`src/rtl/sipo_2bit_us.sv`:
```
// Serial-in parallel-out collector: 2 bits per beat, LSB pair first, W-bit word with valid/ack.
// Optional sticky overrun detection is built when SIPO_OVERRUN_EN is defined.
module sipo_2bit_us #(
  parameter int W = 16
) (
  input  logic         clk,
  input  logic         rst,
  input  logic         start,
  input  logic [1:0]   sin,
  input  logic         sin_valid,
  output logic [W-1:0] pout,
  output logic         pout_valid,
  input  logic         pout_ack,
  output logic         busy,
  output logic         overrun
);

  localparam int BEATS = W / 2;
  localparam int CW    = (BEATS > 1) ? $clog2(BEATS) : 1;
  localparam logic [CW-1:0] LAST = CW'(BEATS - 1);

  typedef enum logic [1:0] {
    IDLE  = 2'b00,
    SHIFT = 2'b01,
    FULL  = 2'b10
  } state_t;

  state_t         state_r;
  logic [W-1:0]   sr_r;
  logic [CW-1:0]  cnt_r;
  logic           pout_valid_r;
  logic           busy_r;
`ifdef SIPO_OVERRUN_EN
  logic           ovr_r;
`endif

  // Frame FSM: shift register, beat counter and registered handshake outputs
  always_ff @(posedge clk or negedge rst) begin
    if (!rst) begin
      state_r      <= IDLE;
      sr_r         <= '0;
      cnt_r        <= '0;
      pout_valid_r <= 1'b0;
      busy_r       <= 1'b0;
`ifdef SIPO_OVERRUN_EN
      ovr_r        <= 1'b0;
`endif
    end else begin
      case (state_r)
        IDLE: begin
          if (start) begin
            state_r <= SHIFT;
            sr_r    <= '0;
            cnt_r   <= '0;
            busy_r  <= 1'b1;
`ifdef SIPO_OVERRUN_EN
            ovr_r   <= 1'b0;
`endif
          end else begin
            state_r <= IDLE;
          end
        end
        SHIFT: begin
          // a restart drops any beat presented in the same cycle
          if (start) begin
            sr_r  <= '0;
            cnt_r <= '0;
          end else if (sin_valid) begin
            sr_r <= {sin, sr_r[W-1:2]};
            if (cnt_r == LAST) begin
              state_r      <= FULL;
              cnt_r        <= '0;
              pout_valid_r <= 1'b1;
              busy_r       <= 1'b0;
            end else begin
              cnt_r <= cnt_r + CW'(1'b1);
            end
          end else begin
            state_r <= SHIFT;
          end
        end
        FULL: begin
          if (pout_ack) begin
            pout_valid_r <= 1'b0;
            if (start) begin
              state_r <= SHIFT;
              sr_r    <= '0;
              cnt_r   <= '0;
              busy_r  <= 1'b1;
            end else begin
              state_r <= IDLE;
            end
          end else begin
            state_r <= FULL;
          end
`ifdef SIPO_OVERRUN_EN
          // accepted start clears the flag and takes priority over a coincident beat
          if (pout_ack && start) begin
            ovr_r <= 1'b0;
          end else if (sin_valid) begin
            ovr_r <= 1'b1;
          end else begin
            ovr_r <= ovr_r;
          end
`endif
        end
        default: begin
          state_r      <= IDLE;
          sr_r         <= '0;
          cnt_r        <= '0;
          pout_valid_r <= 1'b0;
          busy_r       <= 1'b0;
        end
      endcase
    end
  end

  assign pout       = sr_r;
  assign pout_valid = pout_valid_r;
  assign busy       = busy_r;
`ifdef SIPO_OVERRUN_EN
  assign overrun    = ovr_r;
`else
  assign overrun    = 1'b0;
`endif

endmodule

```
`config.mk`:
```
export PLATFORM = sky130hd
export DESIGN_NAME = sipo_2bit_us
export DESIGN_NICKNAME = d
export VERILOG_FILES = /design/src/rtl/sipo_2bit_us.sv
export SDC_FILE = /design/constraint.sdc
export NUM_CORES = 1
export LEC_CHECK = 0
export ABC_AREA = 1
export BUFFER_PORTS_ARGS = -buffer_cell sky130_fd_sc_hd__buf_4
export CAP_MARGIN = 20
export CORE_MARGIN = 8
export CORE_UTILIZATION = 51
export DETAILED_ROUTE_END_ITERATION = 6
export MAX_ROUTING_LAYER = met4
export PLACE_DENSITY = 0.77
export SYNTH_ARGS = -nofsm -noshare
export SYNTH_HDL_FRONTEND = slang
export SYNTH_SLANG_ARGS = --single-unit
```
`constraint.sdc`:
```
create_clock -name clk -period 1.3 [get_ports clk]
set_input_delay 0.13 -clock clk [delete_from_list [all_inputs] [get_ports clk]]
set_output_delay 0.13 -clock clk [all_outputs]
set_load 0.02 [all_outputs]
```
; Yosys cells after proc, flatten, opt, wreduce, memory -nomap -nowiden
; Index checks and enable logic that the tools add are counted.
[totals]
register_bits = 23
input_bits = 7
out_inout_bits = 19
word_cells = 49
[classes]
n_addsub = 1
eq_ne = 9
mux = 28
bitwise_logic = 1
reduce_logical = 5
[op_table]
columns = cell, count
row1 = 16-bit 2-to-1 mux, 4
row2 = 16-bit case mux with 3 select lines, 1
row3 = 3-bit 2-to-1 mux, 5
row4 = 1-bit 2-to-1 mux, 10
row5 = 3-bit case mux with 3 select lines, 1
row6 = 2-bit 2-to-1 mux, 4
row7 = 2-bit != test (second input constant), 4
row8 = 3-bit != test (second input constant), 2
row9 = 1-bit case mux with 3 select lines, 2
row10 = 2-bit case mux with 3 select lines, 1
row11 = 5-bit AND reduction, 1
row12 = 2-bit AND reduction, 2
row13 = 4-bit AND reduction, 1
row14 = 3-bit by 1-bit adder with 3-bit output (second input constant), 1
row15 = 3-bit equality test (second input constant), 1
row16 = 2-bit by 1-bit equality test with 1-bit output (second input constant), 1
row17 = 2-bit equality test (second input constant), 1
row18 = 2-bit zero test, 1
row19 = 1-bit NOT, 1

; Logic depth before layout (Yosys ltp)
[depth]
depth_word = 5
mapped_depth = 8
depth_no_buf = 8

; Least setup slack after synthesis
; No wires, ideal clock.
[synth_path]
path_type = reg2reg
startpoint = register cnt_r[0]
endpoint = register pout_valid_r, in the netlist pout_valid
setup_time_ps = 113
t_arrival_ps = 1066
required_time_ps = 1187
setup_slack_ps = 121
path_stages_with_launch = 9
n_path_buf = 0
synth_period_minus_slack_ps = 1179
cell_sequence = dfrtp_1 -> ha_1 -> ha_1 -> inv_1 -> o21ai_0 -> nand2_1 -> nand2_1 -> nand2_1 -> inv_1
[synth_via]
elab_chain_cells = 3
[synth_rtl]
columns = item, line_no
row1 = start: declaration, 30  ; logic [CW-1:0] cnt_r;
row2 = start signal: assignment, 76  ; cnt_r <= cnt_r + CW'(1'b1);
row3 = 3-bit equality test, 70  ; if (cnt_r == LAST) begin
row4 = 2-bit != test (no line), -
row5 = 5-bit AND reduction (no line), -
row6 = end signal: assignment, 73  ; pout_valid_r <= 1'b1;
row7 = end signal: assignment, 84  ; pout_valid_r <= 1'b0;
row8 = end signal: assignment, 111  ; pout_valid_r <= 1'b0;
row9 = end: declaration, 31  ; logic pout_valid_r;
; Every way passes these cells.
; A chain may end at the register's enable or synchronous reset.

; Worst setup path after layout
; Same ends and word-level chain as after synthesis.

==> metrics.md <==
| Metric | Value |
|---|---|
| # H-tree levels | 1 |
| CP bufs+invs | 2 |
| Max Slew Vio Count | 0 |
| Post-synthesis register bit count | 23 |
| Tot GR Track Use | 12.4% |
| Die H | 61.6 um |
| Fin util | 68.3% |
| Net Count, Synth | 134 |
| Clock-pin slew on the worst setup and hold paths | 130 ps |
| Async SR Flop Fraction | 100% |
| Synth Area per Inst | 8.49 sq um |
| Core area | 1960 sq um |
| IO Pins | 26 |
| Share of cells above drive strength 1 | 28.1% |
| Synth Area in Simple Gates | 31.7% |
| Final Skew | 1.25 ps |
| CP Data Required Time | 1530 ps |
| Psw | 745 uW |
| Synth area leaders | dfrtp_1 (54%), nand2_1 (16%), nand3_1 (11%) |
| Dpl hpwl | 1530 um |
| Setup TNS | 0 ps |
| # setup viols final | 0 |
| Clk Latency, worst-skew pair | 310 ps |
| Internal | 1.17 mW |
| Cell taking the most area after synthesis | dfrtp_1 |
| Commonest non-fill, non-tap cell in the layout | nand2_1 |
| Filler cells | 166 |
| Detailed Route WL | 2250 um |
| Initial antenna violation count | 0 |
| EDFF count, synth | 0 |
| Most used cell, CP | nand2_1 |
| Crit-path max FO | 3 |
| Cell Area, Synth | 1060 sq um |
| Sequential Power Share | 45.2% |
| Max rail drop VDD | 880 uV |
| CTS tree | built |
| Combinational share of power | 37.2% |
| Final hold vios | 0 |
| Drt first pass iters | 5 |
| First-pass GRT wire length | 3370 um |
| Min-delay worst type | in -> reg |
| CP peak stage delay | 430 ps |
| DRT iter0 DRCs | 31 |
| Yosys warnings | 0 |
| Largest net degree at the start of global routing | 24 |
| Synth Instances | 125 |
| Routed vias | 916 |
| Number of CTS-inserted buffers | 3 |
| Placer Congestion | 0.805 |
| Cell Chain, Critical Path | ha_2, ha_4, inv_2, o21ai_0, nand2_1, nand2_1, nand2_1, inv_1 |
| Post-synthesis mux area share | 0% |
| Worst hold margin | 7.71 ps |
| Critical path class | reg -> reg |
| Initial cell density of the core | 54.1% |
| Crit end category | flop |
| Switch share | 39.0% |
| Maxcap violations | 0 |
| Post-Synth Adder-Cell Area | 2.36% |
| CP startpoint kind | flop |
| Port Buffers | 24 |
| CTS Root Cell | clkbuf_4 |
| Commonest cells after routing, fill and taps aside | nand2_1 (46), buf_4 (28), nand3_1 (24), dfrtp_1 (23), inv_1 (8) |
| Slowest CP cell | dfrtp_1 |
| Vias per std cell | 5.09 |
| DRC | 0 |
| Post-synthesis cell type count | 18 |
| Fin nets | 163 |
| CP delay by family, top | flip-flops |
| RSZ-0062 raised after global routing | yes |
| Clk pwr share | 17.6% |
| Wirelength per Cell | 12.5 um |
| Tcrit/Tclk final | 97.8% |
| Tmin final | 1270 ps |
| Rows | 16 |
| P&R area growth vs syn | 26.3% |
| Outcome | finished clean |
| Leakage | 0.759 nW |
| Fmax | 787 MHz |
| Die area | 3800 sq um |
| Antenna cells | 0 |
| Top FF cell, synth | dfrtp_1 |
| Synth top area share | 54.2% |
| Sequential share of the synthesized area | 54.2% |
| Largest family of logic cells by synthesized area | simple AND/OR/NAND/NOR gates |
| Die X | 61.6 um |
| CP Data Arrival Time | 1500 ps |
| PwrDens | 1430 nW/um^2 |
| Post-Synth XOR/XNOR Area | 0% |
| Post-synthesis compound-gate area fraction | 3.77% |
| Global route overflow | 0 |
| Clk buf depth | 2 |
| Post-DRT Antenna Nets | 0 |
| Number of global-route vias before repair | 809 |
| Clock sinks | 23 |
[tightest hold or removal path: stages]
cell     delay (ps)
buf_4            80
nand2_1          40
nand2_1          50
[final timing paths]
check,startpoint,to,slack [ps],depth (start not counted)
worst max-delay path,cnt_r[0]$_DFFE_PN0P_,pout_valid$_DFFE_PN0P_,30,8
worst min-delay path,sin[0],pout[14]$_DFFE_PN0P_,8,3
worst max register to register,cnt_r[0]$_DFFE_PN0P_,pout_valid$_DFFE_PN0P_,30,8
worst min register to register,pout[0]$_DFFE_PN0P_,pout[0]$_DFFE_PN0P_,520,2
max in group asynchronous,rst,cnt_r[0]$_DFFE_PN0P_,850,2
min in group asynchronous,rst,state_r[1]$_DFFE_PN0P_,230,2
[flip-flops by register name (all words and copies together), names as in the netlist]
signal      flops
pout           16
busy            1
pout_valid      1
state_r         2
cnt_r           3
[metal layers]
layer	global-route usage [%]	share of wire [%]	up-vias
met3	3.13	6.7	3
met4	4.87	0.93	0
met1	14.2	43	426
met2	20.1	49	35
met5	-	0	-
li1	-	-	452
[area by class of cell]
cell class / instances / area, sq um / share of cell area [%]
clock inverters: 1 / 5.00 / 0.373
repair buffers: 29 / 220 / 16.4
inverters: 10 / 37.5 / 2.80
flip-flops and latches: 23 / 576 / 43.0
clock buffers: 3 / 22.5 / 1.68
multi-input cells: 87 / 445 / 33.2
well taps: 27 / 33.8 / 2.52
[through the flow]
step                setup slack [ps]  total power [mW]  instances  cell area [sq um]
floorplan                        121              1.34        125               1060
global placement                74.8              1.51        174               1250
detailed placement              17.2              1.52        174               1250
CTS                             11.5              1.85        179               1290
global route                   -34.6              2.02        180               1340
finish                          29.0              1.91        180               1340
[power by group through the flow]
stage | Combinational [mW] | Sequential, mW | Clock (mW)
after floorplan | 0.416 | 0.921 | 0
after global placement | 0.638 | 0.868 | 0
after detailed placement | 0.651 | 0.872 | 0
after CTS | 0.659 | 0.857 | 0.336
after global routing | 0.774 | 0.873 | 0.374
final | 0.711 | 0.863 | 0.337
[synth_stat cells (2+ instances only)]
library cell / n
dfrtp_1: 23
nand3_1: 24
buf_4: 2
o21ai_0: 3
nor2_1: 4
nand2_2: 2
ha_1: 2
inv_1: 9
buf_6: 2
nand2_1: 46
[what timing repair did]
| action | CTS | global route |
|---|---|---|
| endpoints found under the setup margin | 1 | 4 |
| pin swaps | 1 | 1 |
| endpoints found under the hold margin | 23 | 0 |
| resized for setup | 1 | 11 |
| hold buffers | 1 | 0 |
| setup buffers | 0 | 1 |
[cells by family after synthesis]
group | Yosys count
AND/OR/NAND/NOR | 77
flip-flops | 23
other | 1
buffers and inverters | 15
adder cells (fa/ha/maj) | 2
AO/OA/AOI/OAI | 7
Note: power is estimated with default switching activity, not from simulation.
